===== src/rtl/alu_cmd_sequencer_pkg.sv =====
// Shared definitions for the ALU command sequencer: opcode values, the
// sequencer FSM state encoding and the default error byte sent when a
// divide by zero is trapped.
package alu_cmd_sequencer_pkg;

    // Opcodes as presented on cmd_op and forwarded on ALU_FUN_LS.
    localparam logic [1:0] OP_ADD = 2'b00;
    localparam logic [1:0] OP_SUB = 2'b01;
    localparam logic [1:0] OP_MUL = 2'b10;
    localparam logic [1:0] OP_DIV = 2'b11;

    // Sequencer state encoding.
    localparam logic [2:0] ST_IDLE    = 3'd0;
    localparam logic [2:0] ST_ISSUE   = 3'd1;
    localparam logic [2:0] ST_WAIT    = 3'd2;
    localparam logic [2:0] ST_SEND_LO = 3'd3;
    localparam logic [2:0] ST_SEND_HI = 3'd4;
    localparam logic [2:0] ST_ERR     = 3'd5;

    typedef enum logic [2:0] {
        S_IDLE    = ST_IDLE,
        S_ISSUE   = ST_ISSUE,
        S_WAIT    = ST_WAIT,
        S_SEND_LO = ST_SEND_LO,
        S_SEND_HI = ST_SEND_HI,
        S_ERR     = ST_ERR
    } state_e;

    // Byte returned in place of a result for a trapped divide by zero.
    localparam logic [7:0] ERR_CODE_DEFAULT = 8'hEE;

endpackage


===== src/rtl/alu_result_serializer.sv =====
// Result register and UART TX byte handshake for the ALU command sequencer.
// Captures the arithmetic unit's 2*DATA_WIDTH result when told to, then
// presents the low byte, the high byte or the error code according to which
// send strobe the controlling FSM asserts.
//
// Ports:
//   clk, rst        clock, asynchronous active-low reset
//   capture         load {res_hi, res_lo} into the result register
//   res_lo, res_hi  result halves from the arithmetic unit
//   send_lo/hi/err  which byte the FSM currently wants on the TX path
//   tx_ready        UART TX accepts the byte
//   tx_data         byte to UART TX
//   tx_valid        tx_data valid
//   tx_fire         a byte transfers on the coming edge
module alu_result_serializer #(
    parameter int         DATA_WIDTH = 8,
    parameter logic [7:0] ERR_CODE   = 8'hEE
) (
    input  logic                  clk,
    input  logic                  rst,
    input  logic                  capture,
    input  logic [DATA_WIDTH-1:0] res_lo,
    input  logic [DATA_WIDTH-1:0] res_hi,
    input  logic                  send_lo,
    input  logic                  send_hi,
    input  logic                  send_err,
    input  logic                  tx_ready,
    output logic [7:0]            tx_data,
    output logic                  tx_valid,
    output logic                  tx_fire
);

    logic [2*DATA_WIDTH-1:0] result_q, result_d;

    always_comb begin
        result_d = capture ? {res_hi, res_lo} : result_q;
    end

    // NOTE: the result register is a plain flop with a reset value, not a
    // memory, so it is cleared with the rest of the state.
    always_ff @(posedge clk or negedge rst) begin
        if (!rst) begin
            result_q <= '0;
        end else begin
            result_q <= result_d;
        end
    end

    // Byte selection is decoded from the FSM state, so tx_data holds for as
    // long as the FSM waits in a send state, and tx_valid falls the moment
    // the FSM is reset.
    always_comb begin
        tx_valid = 1'b0;
        tx_data  = 8'h00;
        if (send_lo) begin
            tx_valid = 1'b1;
            tx_data  = result_q[7:0];
        end else if (send_hi) begin
            tx_valid = 1'b1;
            tx_data  = result_q[15:8];
        end else if (send_err) begin
            tx_valid = 1'b1;
            tx_data  = ERR_CODE;
        end
    end

    assign tx_fire = tx_valid && tx_ready;

endmodule


===== src/rtl/alu_cmd_sequencer.sv =====
// Command sequencer that owns the arithmetic unit. Accepts one command at a
// time, drives the unit for exactly one cycle, captures its registered
// result and streams it to UART TX low byte first. Divide by zero is trapped
// before issue and answered with a single error byte.
//
// Ports:
//   clk, rst                     clock, asynchronous active-low reset
//   cmd_valid/cmd_ready          command handshake (ready only in IDLE)
//   cmd_op, cmd_a, cmd_b         opcode and operands
//   A_Arith, B_Arith, ALU_FUN_LS operands/function to the arithmetic unit
//   Arith_En                     arithmetic unit enable (ISSUE only)
//   Arith_OUT_reg/Carry_OUT_reg  result low/high halves from the unit
//   Arith_Flag_reg               result-valid flag from the unit (unused)
//   tx_data/tx_valid/tx_ready    byte stream to UART TX
//   div0_err                     one-cycle pulse on a trapped divide by zero
//   op_cnt                       completed command count, wraps at 0xFF
module alu_cmd_sequencer
    import alu_cmd_sequencer_pkg::*;
#(
    parameter int         DATA_WIDTH = 8,
    parameter logic [7:0] ERR_CODE   = ERR_CODE_DEFAULT
) (
    input  logic                  clk,
    input  logic                  rst,
    input  logic                  cmd_valid,
    output logic                  cmd_ready,
    input  logic [1:0]            cmd_op,
    input  logic [DATA_WIDTH-1:0] cmd_a,
    input  logic [DATA_WIDTH-1:0] cmd_b,
    output logic [DATA_WIDTH-1:0] A_Arith,
    output logic [DATA_WIDTH-1:0] B_Arith,
    output logic [1:0]            ALU_FUN_LS,
    output logic                  Arith_En,
    input  logic [DATA_WIDTH-1:0] Arith_OUT_reg,
    input  logic [DATA_WIDTH-1:0] Carry_OUT_reg,
    input  logic                  Arith_Flag_reg,
    output logic [7:0]            tx_data,
    output logic                  tx_valid,
    input  logic                  tx_ready,
    output logic                  div0_err,
    output logic [7:0]            op_cnt
);

    state_e                state_q, state_d;
    logic [DATA_WIDTH-1:0] a_q, a_d;
    logic [DATA_WIDTH-1:0] b_q, b_d;
    logic [1:0]            fun_q, fun_d;
    logic [7:0]            op_cnt_q, op_cnt_d;
    logic                  div0_err_q, div0_err_d;
    logic                  tx_fire;

    // The result is taken in WAIT regardless of the flag; the flag is
    // deliberately left out of the control path.
    logic flag_unused;
    assign flag_unused = Arith_Flag_reg;

    // NOTE: every variable gets its default first so no path through the
    // case statement can leave one unassigned and infer a latch.
    always_comb begin
        state_d    = state_q;
        a_d        = a_q;
        b_d        = b_q;
        fun_d      = fun_q;
        op_cnt_d   = op_cnt_q;
        div0_err_d = 1'b0;
        case (state_q)
            S_IDLE: begin
                if (cmd_valid) begin
                    a_d   = cmd_a;
                    b_d   = cmd_b;
                    fun_d = cmd_op;
                    // Trap before issue so the unit never sees a zero divisor.
                    if (cmd_op == OP_DIV && cmd_b == '0) begin
                        state_d    = S_ERR;
                        div0_err_d = 1'b1;
                    end else begin
                        state_d = S_ISSUE;
                    end
                end
            end
            S_ISSUE:   state_d = S_WAIT;
            S_WAIT:    state_d = S_SEND_LO;
            S_SEND_LO: if (tx_fire) state_d = S_SEND_HI;
            S_SEND_HI, S_ERR: begin
                if (tx_fire) begin
                    op_cnt_d = op_cnt_q + 8'd1;
                    state_d  = S_IDLE;
                end
            end
            default:   state_d = S_IDLE;
        endcase
    end

    // NOTE: sequential state uses non-blocking assignments so every flop
    // samples the pre-edge value of every other flop.
    always_ff @(posedge clk or negedge rst) begin
        if (!rst) begin
            state_q    <= S_IDLE;
            a_q        <= '0;
            b_q        <= '0;
            fun_q      <= OP_ADD;
            op_cnt_q   <= 8'h00;
            div0_err_q <= 1'b0;
        end else begin
            state_q    <= state_d;
            a_q        <= a_d;
            b_q        <= b_d;
            fun_q      <= fun_d;
            op_cnt_q   <= op_cnt_d;
            div0_err_q <= div0_err_d;
        end
    end

    alu_result_serializer #(
        .DATA_WIDTH (DATA_WIDTH),
        .ERR_CODE   (ERR_CODE)
    ) u_serializer (
        .clk      (clk),
        .rst      (rst),
        .capture  (state_q == S_WAIT),
        .res_lo   (Arith_OUT_reg),
        .res_hi   (Carry_OUT_reg),
        .send_lo  (state_q == S_SEND_LO),
        .send_hi  (state_q == S_SEND_HI),
        .send_err (state_q == S_ERR),
        .tx_ready (tx_ready),
        .tx_data  (tx_data),
        .tx_valid (tx_valid),
        .tx_fire  (tx_fire)
    );

    assign cmd_ready  = (state_q == S_IDLE);
    assign Arith_En   = (state_q == S_ISSUE);
    assign A_Arith    = a_q;
    assign B_Arith    = b_q;
    assign ALU_FUN_LS = fun_q;
    assign div0_err   = div0_err_q;
    assign op_cnt     = op_cnt_q;

endmodule


===== config.mk =====
export PLATFORM = sky130hd
export DESIGN_NAME = alu_cmd_sequencer
export DESIGN_NICKNAME = d
export VERILOG_FILES = /design/src/rtl/alu_cmd_sequencer_pkg.sv /design/src/rtl/alu_result_serializer.sv /design/src/rtl/alu_cmd_sequencer.sv
export SDC_FILE = /design/constraint.sdc
export NUM_CORES = 1
export LEC_CHECK = 0
export ABC_AREA = 1
export BUFFER_PORTS_ARGS = -buffer_cell sky130_fd_sc_hd__buf_2
export CORE_MARGIN = 5
export CORE_UTILIZATION = 55
export CTS_BUF_LIST = sky130_fd_sc_hd__clkbuf_8
export DETAILED_ROUTE_END_ITERATION = 10
export HOLD_SLACK_MARGIN = 0.08
export PLACE_DENSITY_LB_ADDON = 0.25
export SLEW_MARGIN = 20
export SYNTH_ARGS = -nofsm -noshare
export SYNTH_HDL_FRONTEND = slang
export SYNTH_HIERARCHICAL = 1
export SYNTH_SLANG_ARGS = --single-unit

===== constraint.sdc =====
create_clock -name clk -period 2.9 [get_ports clk]
set_clock_uncertainty 0.15 [all_clocks]
set_input_delay 0.29 -clock clk [delete_from_list [all_inputs] [get_ports clk]]
set_output_delay 0.29 -clock clk [all_outputs]
set_load 0.03 [all_outputs]

# Yosys cells after proc, flatten, opt, wreduce, memory -nomap -nowiden
# Index checks and enable logic that the tools add are counted.
[word_totals]
register_bits = 46
out_inout_bits = 38
elab_cells = 39
[classes]
addsub = 1
n_eq_ne = 9
n_mux = 14
reduce_logical = 8
[ops]
columns = ["operator", "count"]
rows = [
  ["$mux W8", 3],
  ["$pmux W3 S5", 1],
  ["$mux W3", 4],
  ["$add A8 B1 Y8 const B", 1],
  ["$logic_not A8 Y1", 1],
  ["$eq A3 B2 Y1 const B", 2],
  ["$eq A3 B3 Y1 const B", 2],
  ["$mux W1", 6],
  ["$ne A2 B2 Y1 const B", 3],
  ["$reduce_and A2 Y1", 2],
  ["$eq A3 B1 Y1 const B", 1],
  ["$logic_not A3 Y1", 1],
  ["$reduce_and A3 Y1", 1],
  ["$eq A2 B2 Y1 const B", 1],
  ["$logic_and A1 B1 Y1", 2],
  ["$reduce_or A2 Y1", 1],
]

# Depth between registers and ports, before layout
[logic_depth]
word_depth = 7
depth_mapped = 12
mapped_depth_nobuf = 11

# Cells and area by module
# The synthesis kept the hierarchy.
[by_module_without_submodules]
columns = ["mod", "instances", "cells_per_inst", "area_per_inst_um2", "seq_area_each_um2"]
rows = [
  ["alu_cmd_sequencer", 1, 173, 1395.1, 750.7],
  ["alu_result_serializer", 1, 104, 793.3, 400.4],
]

# Worst setup path before layout
# Ideal clock, no wire load.
[synth_path]
path_type = "reg-to-output"
start = "register state_q[0]"
end = "output tx_data[0]"
arrival_ns = 1.586
path_slack_ns = 0.874
path_stages_with_launch = 5
n_path_buf = 0
path_cell_list = "dfrtp_1 -> nand2_1 -> nor2_1 -> inv_2 -> o21ai_0"
[synth_via]
elab_chain_cells = 3
[synth_rtl]
columns = ["element", "line_no", "source"]
rows = [
  ["start, declared", "alu_cmd_sequencer.sv:44", "state_e state_q, state_d;"],
  ["start signal, assigned", "alu_cmd_sequencer.sv:105", "state_q <= state_d;"],
  ["$eq A3 B3 Y1", "alu_cmd_sequencer.sv:124", ".send_hi (state_q == S_SEND_HI),"],
  ["$mux W8", "alu_result_serializer.sv:58", "end else if (send_hi) begin"],
  ["$mux W8 (*)", "alu_result_serializer.sv:55", "if (send_lo) begin"],
  ["end, declared", "alu_cmd_sequencer.sv:37", "output logic [7:0] tx_data,"],
]
# Every way passes the cells marked *; elsewhere a longest branch is shown, timed or not.

# Worst setup path after layout
[layout_path]
start = "register state_q[1]"
end = "output tx_data[2]"
[layout_via]
elab_chain_cells = 4
[layout_rtl]
columns = ["element", "line_no", "source"]
rows = [
  ["$eq A3 B3 Y1", "alu_cmd_sequencer.sv:125", ".send_err (state_q == S_ERR),"],
  ["$mux W8", "alu_result_serializer.sv:61", "end else if (send_err) begin"],
  ["$mux W8", "alu_result_serializer.sv:58", ""],
  ["$mux W8 (*)", "alu_result_serializer.sv:55", ""],
]
# Marked as above.

==> flow_summary.json <==
{
  "status": "completed",
  "vias": 2109,
  "vdd_ir_drop_max_mv": 0.6266,
  "finalCritPeriodShare_pct": 74.15,
  "met1Wirelength_mm": 2.120,
  "cts_setup_buffers": 0,
  "path_max_fanout": 10,
  "numPortBuffers": 75,
  "ys_types": 23,
  "numCtsBuffers": 5,
  "overflow": 0,
  "tritoncts": "yes",
  "htreeDepth": 2,
  "final-setup-viol-count": 0,
  "ant_nets": 0,
  "cp-end-kind": "output pin",
  "grt_pass1_vias": 2164,
  "num-nets-final": 420,
  "gr-usage-all-layers_pct": 21.78,
  "final_core_util_pct": 75.74,
  "hp-class": "input pin to flip-flop",
  "die_area_um2": 5340,
  "vias_per_cell": 4.893,
  "period_minus_slack_ns": 2.150,
  "cts_resized": 0,
  "max_freq_ghz": 0.4651,
  "multi_input_area_um2": 839.6,
  "place_hpwl_mm": 3.462,
  "timing.hold.ws_ns": 0.07835,
  "setup_tns_ns": 0,
  "synthCells": 277,
  "clk_path_buf_depth": 2,
  "setup_ws_ns": 0.7497,
  "fill_cells": 316,
  "wire_per_inst_um": 12.15,
  "post-place-ws_ns": 0.9201,
  "wl_mm": 5.235,
  "die_w_um": 73.08,
  "crit_required_ns": 2.46,
  "path_class": "flip-flop to output pin",
  "drc_errors": 0,
  "power_density_nw_per_um2": 995.5,
  "ys_seq_elements": 46,
  "rsz0062_at_grt": "no",
  "drt_iter0_drc": 99,
  "antenna_found_initial": 0,
  "ys_seq_area_share_pct": 52.60,
  "cts_root_buffer": "clkbuf_8",
  "max-cap-violations": 0,
  "top_layer": "met4",
  "cts.sinks": 46,
  "drive_gt1_share_pct": 24.93,
  "ys_warn_count": 6,
  "io-pin-count": 77,
  "antenna_cells": 0,
  "synth_area_um2": 2188,
  "final_cell_area_um2": 2964,
  "path_clk_slew_ns": 0.09,
  "max-slew-margin-rel_pct": 62.43,
  "hold_buffers": 28,
  "die_y_um": 73.08,
  "cp.arrival_ns": 1.71,
  "grt_max_degree": 47,
  "core_area_um2": 3914,
  "wl_met2_mm": 2.716,
  "leakagePower_nw": 1.647,
  "slew_viol_final": 0,
  "start_util_pct": 55.91,
  "grt_pass1_wl_mm": 9.128,
  "num_rows": 23,
  "area_delta_synth_final_pct": 35.45,
  "synth_nets": 317,
  "tightest_slew_ns": 0.5636,
  "syn_avg_cell_area_um2": 7.900,
  "insertion_delay_ns": 0.30,
  "dr.pass1.iters": 4,
  "dr_wl_met3_um": 272,
  "finalHoldViolations": 0,
  "globalplace.congestion": 0.7892,
  "detailed_place.area_um2": 2575,
  "start_kind": "flip-flop",
  "seq_area_um2": 1151
}
==> stage by stage <==
| step | power (mW) | instances |
|---|---|---|
| 2_1_floorplan | 2.097 | 277 |
| 3_3_place_gp | 2.417 | 395 |
| 3_5_place_dp | 2.462 | 395 |
| 4_1_cts | 2.961 | 431 |
| 5_1_grt | 3.167 | 431 |
| 6_report | 2.951 | 431 |
==> final timing paths <==
kind                                         from                                   end  slack [ns]  depth (start not counted)
setup / recovery           state_q[1]$_DFFE_PN0P_                            tx_data[2]        0.75                          9
hold / removal                           cmd_a[1]                A_Arith[1]$_DFFE_PN0P_        0.08                          3
setup reg to reg           state_q[0]$_DFFE_PN0P_                 op_cnt[6]$_DFFE_PN0P_        0.90                          9
hold reg to reg            B_Arith[0]$_DFFE_PN0P_                B_Arith[0]$_DFFE_PN0P_        0.32                          2
max in group asynchronous                     rst  u_serializer/result_q[0]$_DFFE_PN0P_        1.84                          2
min in group asynchronous                     rst                A_Arith[2]$_DFFE_PN0P_        0.36                          2
==> where the power goes <==
part,switching [mW],internal (mW)
combinational,1.01,0.414
clock,0.216,0.251
sequential,0.152,0.905
total,1.38,1.57
==> layer usage <==
metal | global-route usage (%) | vias up
li1 | - | 1058
met1 | 25.11 | 991
met2 | 38.83 | 48
met3 | 4.545 | 12
met4 | 9.016 | 0
met5 | 0 | -
==> sequential cells by signal (all words and copies together), names as in the netlist <==
signal,cells
u_serializer/result_q,16
state_q,3
div0_err,1
B_Arith,8
A_Arith,8
op_cnt,8
ALU_FUN_LS,2
==> cells by family (layout without fill, tap and decap cells) <==
| family | count (synthesis) | after routing | synth area share, % |
|---|---|---|---|
| AND/OR/NAND/NOR | 162 | 162 | 30.93 |
| XOR/XNOR | 4 | 4 | 1.601 |
| AO/OA/AOI/OAI | 21 | 21 | 5.261 |
| buffers and inverters | 43 | 147 | 9.033 |
| flip-flops | 46 | 46 | 52.60 |
| adder cells (fa/ha/maj) | 1 | 1 | 0.5717 |
==> placed cells by master (no fill, tap or decap), drive strengths merged <==
cell / instances
o221ai: 1
nand4: 2
a21boi: 1
buf: 78
dlygate4sd3: 28
nor2: 25
dfrtp: 46
o21ai: 19
bufinv: 1
inv: 35
xnor2: 2
ha: 1
nand3b: 1
nand2: 106
clkbuf: 5
xor2: 2
nand3: 28
==> critical path: stages (launching register included) <==
cell	delay, ns
dfrtp_1	0.40
inv_2	0.10
nand2_2	0.10
nor2_1	0.11
buf_4	0.17
inv_1	0.06
nand2_2	0.11
nand3_1	0.08
nand2_1	0.08
buf_2	0.20
==> layout make-up <==
type                            count  area share [%]
Multi-Input combinational cell    188           28.32
Tap cell                           50           2.111
Clock buffer                        5           2.322
Sequential cell                    46           38.83
Timing Repair Buffer              106           22.96
Inverter                           33           4.179
Clock inverter                      3           1.266
==> Yosys cell counts, drive strengths merged <==
cell type / n / share of area [%]
buf: 9 / 3.1
ha: 1 / 0.57
inv: 33 / 5.7
xor2: 2 / 0.80
a21boi: 1 / 0.34
nor2: 25 / 4.7
xnor2: 2 / 0.80
nand3: 28 / 6.6
dfrtp: 46 / 53
nand3b: 1 / 0.34
clkbuf: 1 / 0.23
nand4: 2 / 0.57
o21ai: 19 / 4.5
nand2: 106 / 19
o221ai: 1 / 0.40
Note: power is estimated with default switching activity, not from simulation.
